## src/rtl/booth_pkg.sv

```systemverilog
// Shared types for the sequential radix-4 Booth multiplier: digit codes,
// controller states and the digit-count helper.
package booth_pkg;

    typedef enum logic [2:0] {
        ZERO,
        POS1,
        POS2,
        NEG2,
        NEG1
    } digit_t;

    typedef enum logic [1:0] {
        IDLE,
        RUN,
        DONE
    } state_t;

    // One extra digit beyond width/2 absorbs the zero-extended top bits of an
    // unsigned multiplier, so both modes use the same digit loop.
    function automatic int booth_digits(input int width);
        return width / 2 + 1;
    endfunction

endpackage

```

## src/rtl/booth_digit.sv

```systemverilog
// Radix-4 Booth digit: recodes one overlapping multiplier triple and produces
// the matching partial product; negative digits come out inverted plus a carry-in.
module booth_digit
    import booth_pkg::*;
#(
    parameter int WIDTH = 16
) (
    input  logic [2:0]       i_triple,
    input  logic [WIDTH+1:0] i_mcand,
    output logic [WIDTH+2:0] o_pp,
    output logic             o_neg
);

    digit_t           w_code;
    logic [WIDTH+2:0] w_x1;
    logic [WIDTH+2:0] w_x2;

    assign w_x1 = {i_mcand[WIDTH+1], i_mcand};
    assign w_x2 = {i_mcand, 1'b0};

    always_comb begin
        w_code = ZERO;
        case (i_triple)
            3'b001, 3'b010: w_code = POS1;
            3'b011:         w_code = POS2;
            3'b100:         w_code = NEG2;
            3'b101, 3'b110: w_code = NEG1;
            default:        w_code = ZERO;
        endcase
    end

    always_comb begin
        o_pp  = '0;
        o_neg = 1'b0;
        case (w_code)
            POS1: o_pp = w_x1;
            POS2: o_pp = w_x2;
            NEG2: begin
                o_pp  = ~w_x2;
                o_neg = 1'b1;
            end
            NEG1: begin
                o_pp  = ~w_x1;
                o_neg = 1'b1;
            end
            default: o_pp = '0;
        endcase
    end

endmodule

```

## src/rtl/booth_mul_seq.sv

```systemverilog
// Iterative radix-4 Booth multiplier: one digit per clock, signed or unsigned
// per operation, valid/ready on both sides and a held registered product.
module booth_mul_seq
    import booth_pkg::*;
#(
    parameter int WIDTH = 16
) (
    input  logic                 clock,
    input  logic                 reset,
    input  logic                 in_valid,
    output logic                 in_ready,
    input  logic [WIDTH-1:0]     x,
    input  logic [WIDTH-1:0]     y,
    input  logic                 signed_mode,
    output logic                 out_valid,
    input  logic                 out_ready,
    output logic [2*WIDTH-1:0]   z
);

    localparam int N  = booth_digits(WIDTH);
    localparam int CW = $clog2(N + 1);
    localparam int PW = 2 * WIDTH;

    state_t           r_state;
    state_t           w_state_next;
    logic [CW-1:0]    r_cnt;
    logic [WIDTH+1:0] r_mcand;
    logic [WIDTH+2:0] r_mplr;
    logic [PW-1:0]    r_acc;
    logic [PW-1:0]    r_z;

    logic             w_accept;
    logic             w_last;
    logic [WIDTH+1:0] w_x_ext;
    logic [WIDTH+1:0] w_y_ext;
    logic [WIDTH+2:0] w_pp;
    logic             w_neg;
    logic [PW-1:0]    w_pp_ext;
    logic [CW:0]      w_shift;
    logic [PW-1:0]    w_addend;
    logic [PW-1:0]    w_cin;
    logic [PW-1:0]    w_acc_next;

    assign w_accept = in_valid && (r_state == IDLE);
    assign w_last   = (r_cnt == CW'(N - 1));
    assign w_x_ext  = {{2{signed_mode & x[WIDTH-1]}}, x};
    assign w_y_ext  = {{2{signed_mode & y[WIDTH-1]}}, y};

    // r_mplr keeps an implicit zero below the LSB so its low three bits are
    // always the current triple {Y[2i+1], Y[2i], Y[2i-1]}.
    booth_digit #(
        .WIDTH(WIDTH)
    ) u_digit (
        .i_triple(r_mplr[2:0]),
        .i_mcand (r_mcand),
        .o_pp    (w_pp),
        .o_neg   (w_neg)
    );

    assign w_pp_ext   = {{(PW - WIDTH - 3){w_pp[WIDTH+2]}}, w_pp};
    assign w_shift    = {r_cnt, 1'b0};
    assign w_addend   = w_pp_ext << w_shift;
    assign w_cin      = PW'(w_neg) << w_shift;
    assign w_acc_next = r_acc + w_addend + w_cin;

    always_ff @(posedge clock or posedge reset) begin
        if (reset) begin
            r_state <= IDLE;
        end else begin
            r_state <= w_state_next;
        end
    end

    always_comb begin
        w_state_next = r_state;
        case (r_state)
            IDLE:    if (in_valid)  w_state_next = RUN;
            RUN:     if (w_last)    w_state_next = DONE;
            DONE:    if (out_ready) w_state_next = IDLE;
            default: w_state_next = IDLE;
        endcase
    end

    always_ff @(posedge clock or posedge reset) begin
        if (reset) begin
            r_cnt   <= '0;
            r_mcand <= '0;
            r_mplr  <= '0;
            r_acc   <= '0;
            r_z     <= '0;
        end else if (w_accept) begin
            r_cnt   <= '0;
            r_mcand <= w_x_ext;
            r_mplr  <= {w_y_ext, 1'b0};
            r_acc   <= '0;
        end else if (r_state == RUN) begin
            r_acc  <= w_acc_next;
            r_mplr <= {2'b00, r_mplr[WIDTH+2:2]};
            r_cnt  <= w_last ? '0 : r_cnt + 1'b1;
            // z only changes when a product completes, so it stays put after DONE.
            if (w_last) begin
                r_z <= w_acc_next;
            end
        end
    end

    assign in_ready  = (r_state == IDLE);
    assign out_valid = (r_state == DONE);
    assign z         = r_z;

endmodule
```

## config.mk

```make
export PLATFORM = sky130hd
export DESIGN_NAME = booth_mul_seq
export DESIGN_NICKNAME = d
export VERILOG_FILES = /design/src/rtl/booth_pkg.sv /design/src/rtl/booth_digit.sv /design/src/rtl/booth_mul_seq.sv
export SDC_FILE = /design/constraint.sdc
export NUM_CORES = 1
export LEC_CHECK = 0
export CORE_MARGIN = 2
export CORE_UTILIZATION = 35
export DETAILED_ROUTE_END_ITERATION = 16
export GPL_TIMING_DRIVEN = 1
export SLEW_MARGIN = 20
export SYNTH_ARGS = -nofsm -noshare
export SYNTH_HDL_FRONTEND = slang
export SYNTH_SLANG_ARGS = --single-unit
export TNS_END_PERCENT = 20
```

## constraint.sdc

```tcl
create_clock -name clock -period 7.8 [get_ports clock]
set_clock_uncertainty 0.1 [all_clocks]
set_input_delay 2.34 -clock clock [delete_from_list [all_inputs] [get_ports clock]]
set_output_delay 2.34 -clock clock [all_outputs]
set_load 0.05 [all_outputs]
```

Yosys cells after proc, flatten, opt, wreduce, memory -nomap -nowiden:

Cells that the tools add are included.

* flip-flop bits (word level): 106
* bits in latches: 0
* RAM bits: 0
* memory bits (read-only): 0
* input port bits: 37
* output and inout port bits: 34
* word-level logic and storage cells: 54
* memories kept: 0

* add/sub/neg operators: 3
* multiply operators: 0
* divide/modulo/power cells: 0
* $lt $le $gt $ge: 0
* equal/unequal tests: 16
* shift operators: 2
* multiplexer cells: 14
* bitwise logic cells: 5
* reductions and logical operators: 8

Operator list (count)
* one-hot mux 19 bit (4 select lines): 1
* adder 32 bit: 2
* two-way mux 32 bit: 2
* two-way mux 19 bit: 2
* NOT 19 bit: 2
* << shifter 1 x 5 -> 32 bit: 1
* << shifter 32 x 5 -> 32 bit: 1
* equality test 3 x 2 -> 1 bit (second input constant): 4
* equality test 3 bit (second input constant): 4
* two-way mux 4 bit: 3
* one-hot mux 3 bit (4 select lines): 1
* equality test 3 x 1 -> 1 bit (second input constant): 2
* two-way mux 2 bit: 3
* one-hot mux 2 bit (3 select lines): 1
* AND reduction 3 bit: 2
* OR reduction 2 bit: 3
* adder 4 x 1 -> 4 bit (second input constant): 1
* equality test 4 bit (second input constant): 1
* inequality test 2 bit (second input constant): 2
* bitwise AND 1 bit: 2
* equality test 2 x 1 -> 1 bit (second input constant): 1
* equality test 2 bit (second input constant): 1
* logical NOT 2 bit: 1
* inequality test 2 x 1 -> 1 bit (second input constant): 1
* 4 further kinds: 4

Depth between registers and ports, before layout:

* word-level depth: 10
* depth in mapped cells: 24
* mapped depth without buffers: 21

By module:

Synthesis repeated with hierarchy kept, for this count alone.

* cell total of the unflattened synthesis: 987
* area total of the unflattened synthesis: 8488.1 um2

Modules (own cells, without submodules)
* booth_mul_seq: times used 1, cells each 897, area an instance 7667.4 um2, seq. area each 2627.5 um2
* booth_digit: times used 1, cells each 90, area an instance 820.8 um2, seq. area each 0.0 um2

Worst setup path before layout:

Ideal clock, no wire load.

* path kind: reg2reg
* from: register r_mplr[2]
* to: register r_acc[29]
* library setup time: 0.142 ns
* arrival time: 4.337 ns
* required time: 7.558 ns
* path slack: 3.221 ns
* stages on the path, launching flop included: 23
* buffers on the path: 3
* period minus slack after synthesis: 4.579 ns
* path through: dfrtp_1 > buf_2 > buf_4 > buf_2 > xor2_1 > a221oi_1 > mux2i_1 > mux2i_1 > and2_1 > a211oi_1 > a21oi_1 > fa_1 > inv_1 > ha_1 > a21o_1 > a21o_1 > a21oi_1 > o21ai_0 > a31oi_1 > a21oi_1 > or3_1 > a31oi_1 > a31oi_1

* word-level cells in the longest chain between the ends: 10
* elaborated cells on any way between the ends: 22
* those cells by class: add/sub: 2; eq/ne: 10; shift: 2; mux: 5; reduce/logical: 3

RTL lines
* from (decl): line booth_mul_seq.sv:28 `logic [WIDTH+2:0] r_mplr;`
* from (signal assigned): line booth_mul_seq.sv:94 `r_mplr <= {w_y_ext, 1'b0};`
* from (signal assigned): line booth_mul_seq.sv:98 `r_mplr <= {2'b00, r_mplr[WIDTH+2:2]};`
* equality test 3 bit, or another cell as far along: line booth_digit.sv:23 `case (i_triple)`
* OR reduction 2 bit: line booth_digit.sv:23
* one-hot mux 3 bit (4 select lines) (*): line booth_digit.sv:23
* equality test 3 bit, or another cell as far along: line booth_digit.sv:35 `case (w_code)`
* one-hot mux 19 bit (4 select lines) or OR reduction 2 bit (tied branches)
* << shifter 32 x 5 -> 32 bit or two-way mux 1 bit (tied branches): line booth_mul_seq.sv:62, booth_digit.sv:35
* adder 32 bit or << shifter 1 x 5 -> 32 bit (tied branches): line booth_mul_seq.sv:64, booth_mul_seq.sv:63
* adder 32 bit (*): line booth_mul_seq.sv:64 `assign w_acc_next = r_acc + w_addend + w_cin;`
* two-way mux 32 bit (*): line booth_mul_seq.sv:96 `end else if (r_state == RUN) begin`
* two-way mux 32 bit (*): line booth_mul_seq.sv:91 `end else if (w_accept) begin`
* to (signal assigned): line booth_mul_seq.sv:97 `r_acc <= w_acc_next;`
* to (decl): line booth_mul_seq.sv:29 `logic [PW-1:0] r_acc;`

Every way passes the cells marked *; elsewhere a longest branch is shown, timed or not. The select of a mux whose other input is x is not followed.
A chain may end at the register's enable or synchronous reset.

Final worst setup path:

* from: register r_mplr[2]
* to: register r_z[29] (netlist: z[29])

* word-level cells in the longest chain between the ends: 8
* elaborated cells on any way between the ends: 20
* those cells by class: add/sub: 2; eq/ne: 10; shift: 2; mux: 3; reduce/logical: 3

RTL lines
* equality test 3 bit, or another cell as far along: line booth_digit.sv:23
* OR reduction 2 bit: line booth_digit.sv:23
* one-hot mux 3 bit (4 select lines) (*): line booth_digit.sv:23
* equality test 3 bit, or another cell as far along: line booth_digit.sv:35
* one-hot mux 19 bit (4 select lines) or OR reduction 2 bit (tied branches)
* << shifter 32 x 5 -> 32 bit or two-way mux 1 bit (tied branches): line booth_mul_seq.sv:62, booth_digit.sv:35
* adder 32 bit or << shifter 1 x 5 -> 32 bit (tied branches): line booth_mul_seq.sv:64, booth_mul_seq.sv:63
* adder 32 bit (*): line booth_mul_seq.sv:64
* to (signal assigned): line booth_mul_seq.sv:102 `r_z <= w_acc_next;`
* to (decl): line booth_mul_seq.sv:30 `logic [PW-1:0] r_z;`

Every way passes the cells marked *; elsewhere a longest branch is shown, timed or not.

==> reports/results.ini <==
[setup_path]
timing.rr.start=r_mplr[2]$_DFFE_PP0P_
cp_max_fo=30
crit_path_start=r_mplr[2]$_DFFE_PP0P_
critPathKind=register to register
rr_endpoint=z[29]$_DFFE_PP0P_
r2r_cells=20
worst_setup_path_end_kind=register
rrSetupSlack_ns=1.86
cp.required_ns=7.92
crit_path_end=z[29]$_DFFE_PP0P_
cp-start-kind=register
arrival_ns=6.06

[grt]
grt_use_total_pct=18.08
grt_pass1_vias=6414
antenna_found_initial=0
overflow=0
grt_pass1_wl_um=34000
grt_max_degree=55

[die]
io_pins=71
initial_core_util_pct=35.51
die_x_um=152.3
dieArea_sq_um=23210
dieHeight_um=152.3
fp.coreArea_sq_um=21690
placementRows=54

[flow_run]
cap_violations=0

[final_layout]
areaGrowthSynthToFinish_pct=16.00
final_nets=1072
drive_above_1_share_pct=5.123
layout_common_cells=nand2_1, dfrtp_1, o21ai_0
diodes=0
layout_commonest_cell=nand2_1

[yosys]
ys_ff_latch=105
synth-compound-area-share_pct=20.55
syn_avg_cell_area_sq_um=8.220
synth.area.mux_share_pct=2.745
ys_seq_area_share_pct=34.11
synth_nets=1038
synth_area_sq_um=7702
syn_inst=937
yosys.cell_types.count=64
synth_fa_ha_area_share_pct=12.05
synth_xor_area_share_pct=5.214
synth-main-ff-cell=dfrtp_1
yosysWarnings=0
yosys.area_share.simple_pct=19.41
synth_top_family_by_area=compound AO/OA/AOI/OAI gates
synth-edff-count=0
async_flop_share_pct=100.0

[detailed_routing]
routedWlPerCell_um=16.32
met1_length_um=10060
drt_wl_total_um=20500
wl_met2_um=9067
antenna_left=0
num_vias=6536
wl_met3_um=878
drc=0
drtPass1Iterations=5
vias_per_cell=5.204
drt_iter0_markers=366
dr.max_layer_used=met4

[sta]
fin_crit_sh_pct=76.14
drv_slew=0
finalHoldViolations=0
setup_viol=0
period_needed_ns=5.939
fin_tns_setup_ns=0
worst_pin_slew_ns=1.107
slew_headroom_pct=26.17
rsz0062_at_grt=no
fin_ws_ns=1.861
fmax_mhz=168.4
hold_ws_ns=0.3766

[clocking]
cts_buffers=9
htree_levels=3
cts_resized=0
cts_tree=done
cts_root_buffer=clkbuf_16
insertion_delay_ns=0.36
numClockSinks=105
cts_setup_buffers=0
path_clk_slew_ns=0.08
postCtsHoldBufs=0
cts_max_path_buffers=2

[placed_design]
port-buffer-count=70
place_ws_ns=1.877
dp_hpwl_um=15010
gp_congestion=0.8952

[worst_hold_path]
hold_start=r_mplr[3]$_DFFE_PP0P_
whs_path_depth=2
hold_path_class=register to register

[run_status]
status=completed

[cells by family after synthesis]
family / Yosys count
buffers and inverters: 115
muxes: 19
and+or+nand+nor: 346
DFF: 105
AOI/OAI and AO/OA: 243
xor gates and xnor gates: 45
adders and majority gates: 64
[Yosys cell counts, types with 7 or more instances]
master | instances | area share (%)
a211oi_1 | 8 | 0.78
a21o_1 | 13 | 1.3
a21oi_1 | 59 | 3.8
a22o_1 | 8 | 0.91
a22oi_1 | 16 | 1.6
and2_1 | 9 | 0.73
buf_2 | 7 | 0.45
clkbuf_1 | 39 | 1.9
dfrtp_1 | 105 | 34
fa_1 | 17 | 4.4
ha_1 | 47 | 7.6
inv_1 | 57 | 2.8
mux2i_1 | 14 | 1.8
nand2_1 | 202 | 9.8
nand3_1 | 37 | 2.4
nor2_1 | 53 | 2.6
nor3_1 | 10 | 0.65
o211ai_1 | 7 | 0.68
o21ai_0 | 73 | 4.7
o21ai_1 | 8 | 0.52
o22ai_1 | 8 | 0.65
xnor2_1 | 30 | 3.4
xor2_1 | 14 | 1.6
[how the worst min path moves through the flow]
stage / slack, ns / end
final: 0.38 / r_mplr[3]$_DFFE_PP0P_
after global routing: 0.41 / z[3]$_DFFE_PP0P_
after CTS: 0.38 / r_mplr[3]$_DFFE_PP0P_
after detailed placement: 0.36 / r_mplr[3]$_DFFE_PP0P_
after global placement: 0.36 / z[25]$_DFFE_PP0P_
after floorplan: 0.35 / r_acc[10]$_DFFE_PP0P_
[sequential cells by signal (all words and copies together) (netlist names)]
| name | count |
|---|---|
| r_acc | 32 |
| r_cnt | 4 |
| r_mcand | 17 |
| r_mplr | 18 |
| r_state | 2 |
| z | 32 |
[cell type report]
cell class | count | area (sq um)
Tap cell | 280 | 350.3
Clock inverter | 7 | 101.3
Timing Repair Buffer | 78 | 760.7
Fill cell | 2208 | 12750
Inverter | 60 | 227.7
Multi-Input combinational cell | 717 | 4642
Clock buffer | 9 | 225.2
Sequential cell | 105 | 2628
[metrics by stage]
| step | area, sq um | utilization, % | instances |
|---|---|---|---|
| finish | 8935 | 41.20 | 1256 |
| global route | 8935 | 41.20 | 1256 |
| CTS | 8927 | 41.16 | 1256 |
| detailed placement | 8601 | 39.66 | 1240 |
| global placement | 8601 | 39.66 | 1240 |
| floorplan | 7702 | - | 937 |
[metal layers]
metal / vias to the layer above / global-route usage, %
met4: 0 / 6.587
met3: 24 / 2.844
met2: 161 / 28.06
li1: 3291 / -
met1: 3060 / 25.55
met5: - / 0
[critical path, stage by stage (launching register included)]
cell	delay (ns)
dfrtp_1	1.08
or3b_1	0.63
nor2_1	0.18
a221oi_1	0.08
mux2i_1	0.25
mux2i_1	0.16
and2_1	0.19
a211oi_1	0.21
a21oi_1	0.13
fa_1	0.55
inv_1	0.04
ha_1	0.34
a21o_1	0.18
a21o_1	0.17
a21oi_1	0.20
o21ai_0	0.12
a31oi_1	0.32
a21oi_1	0.16
or3_1	0.38
a31oi_1	0.22
o21ai_0	0.10
Power is not shown: default switching activity piles up to over one toggle a cycle in this logic, so the estimate is an artifact.
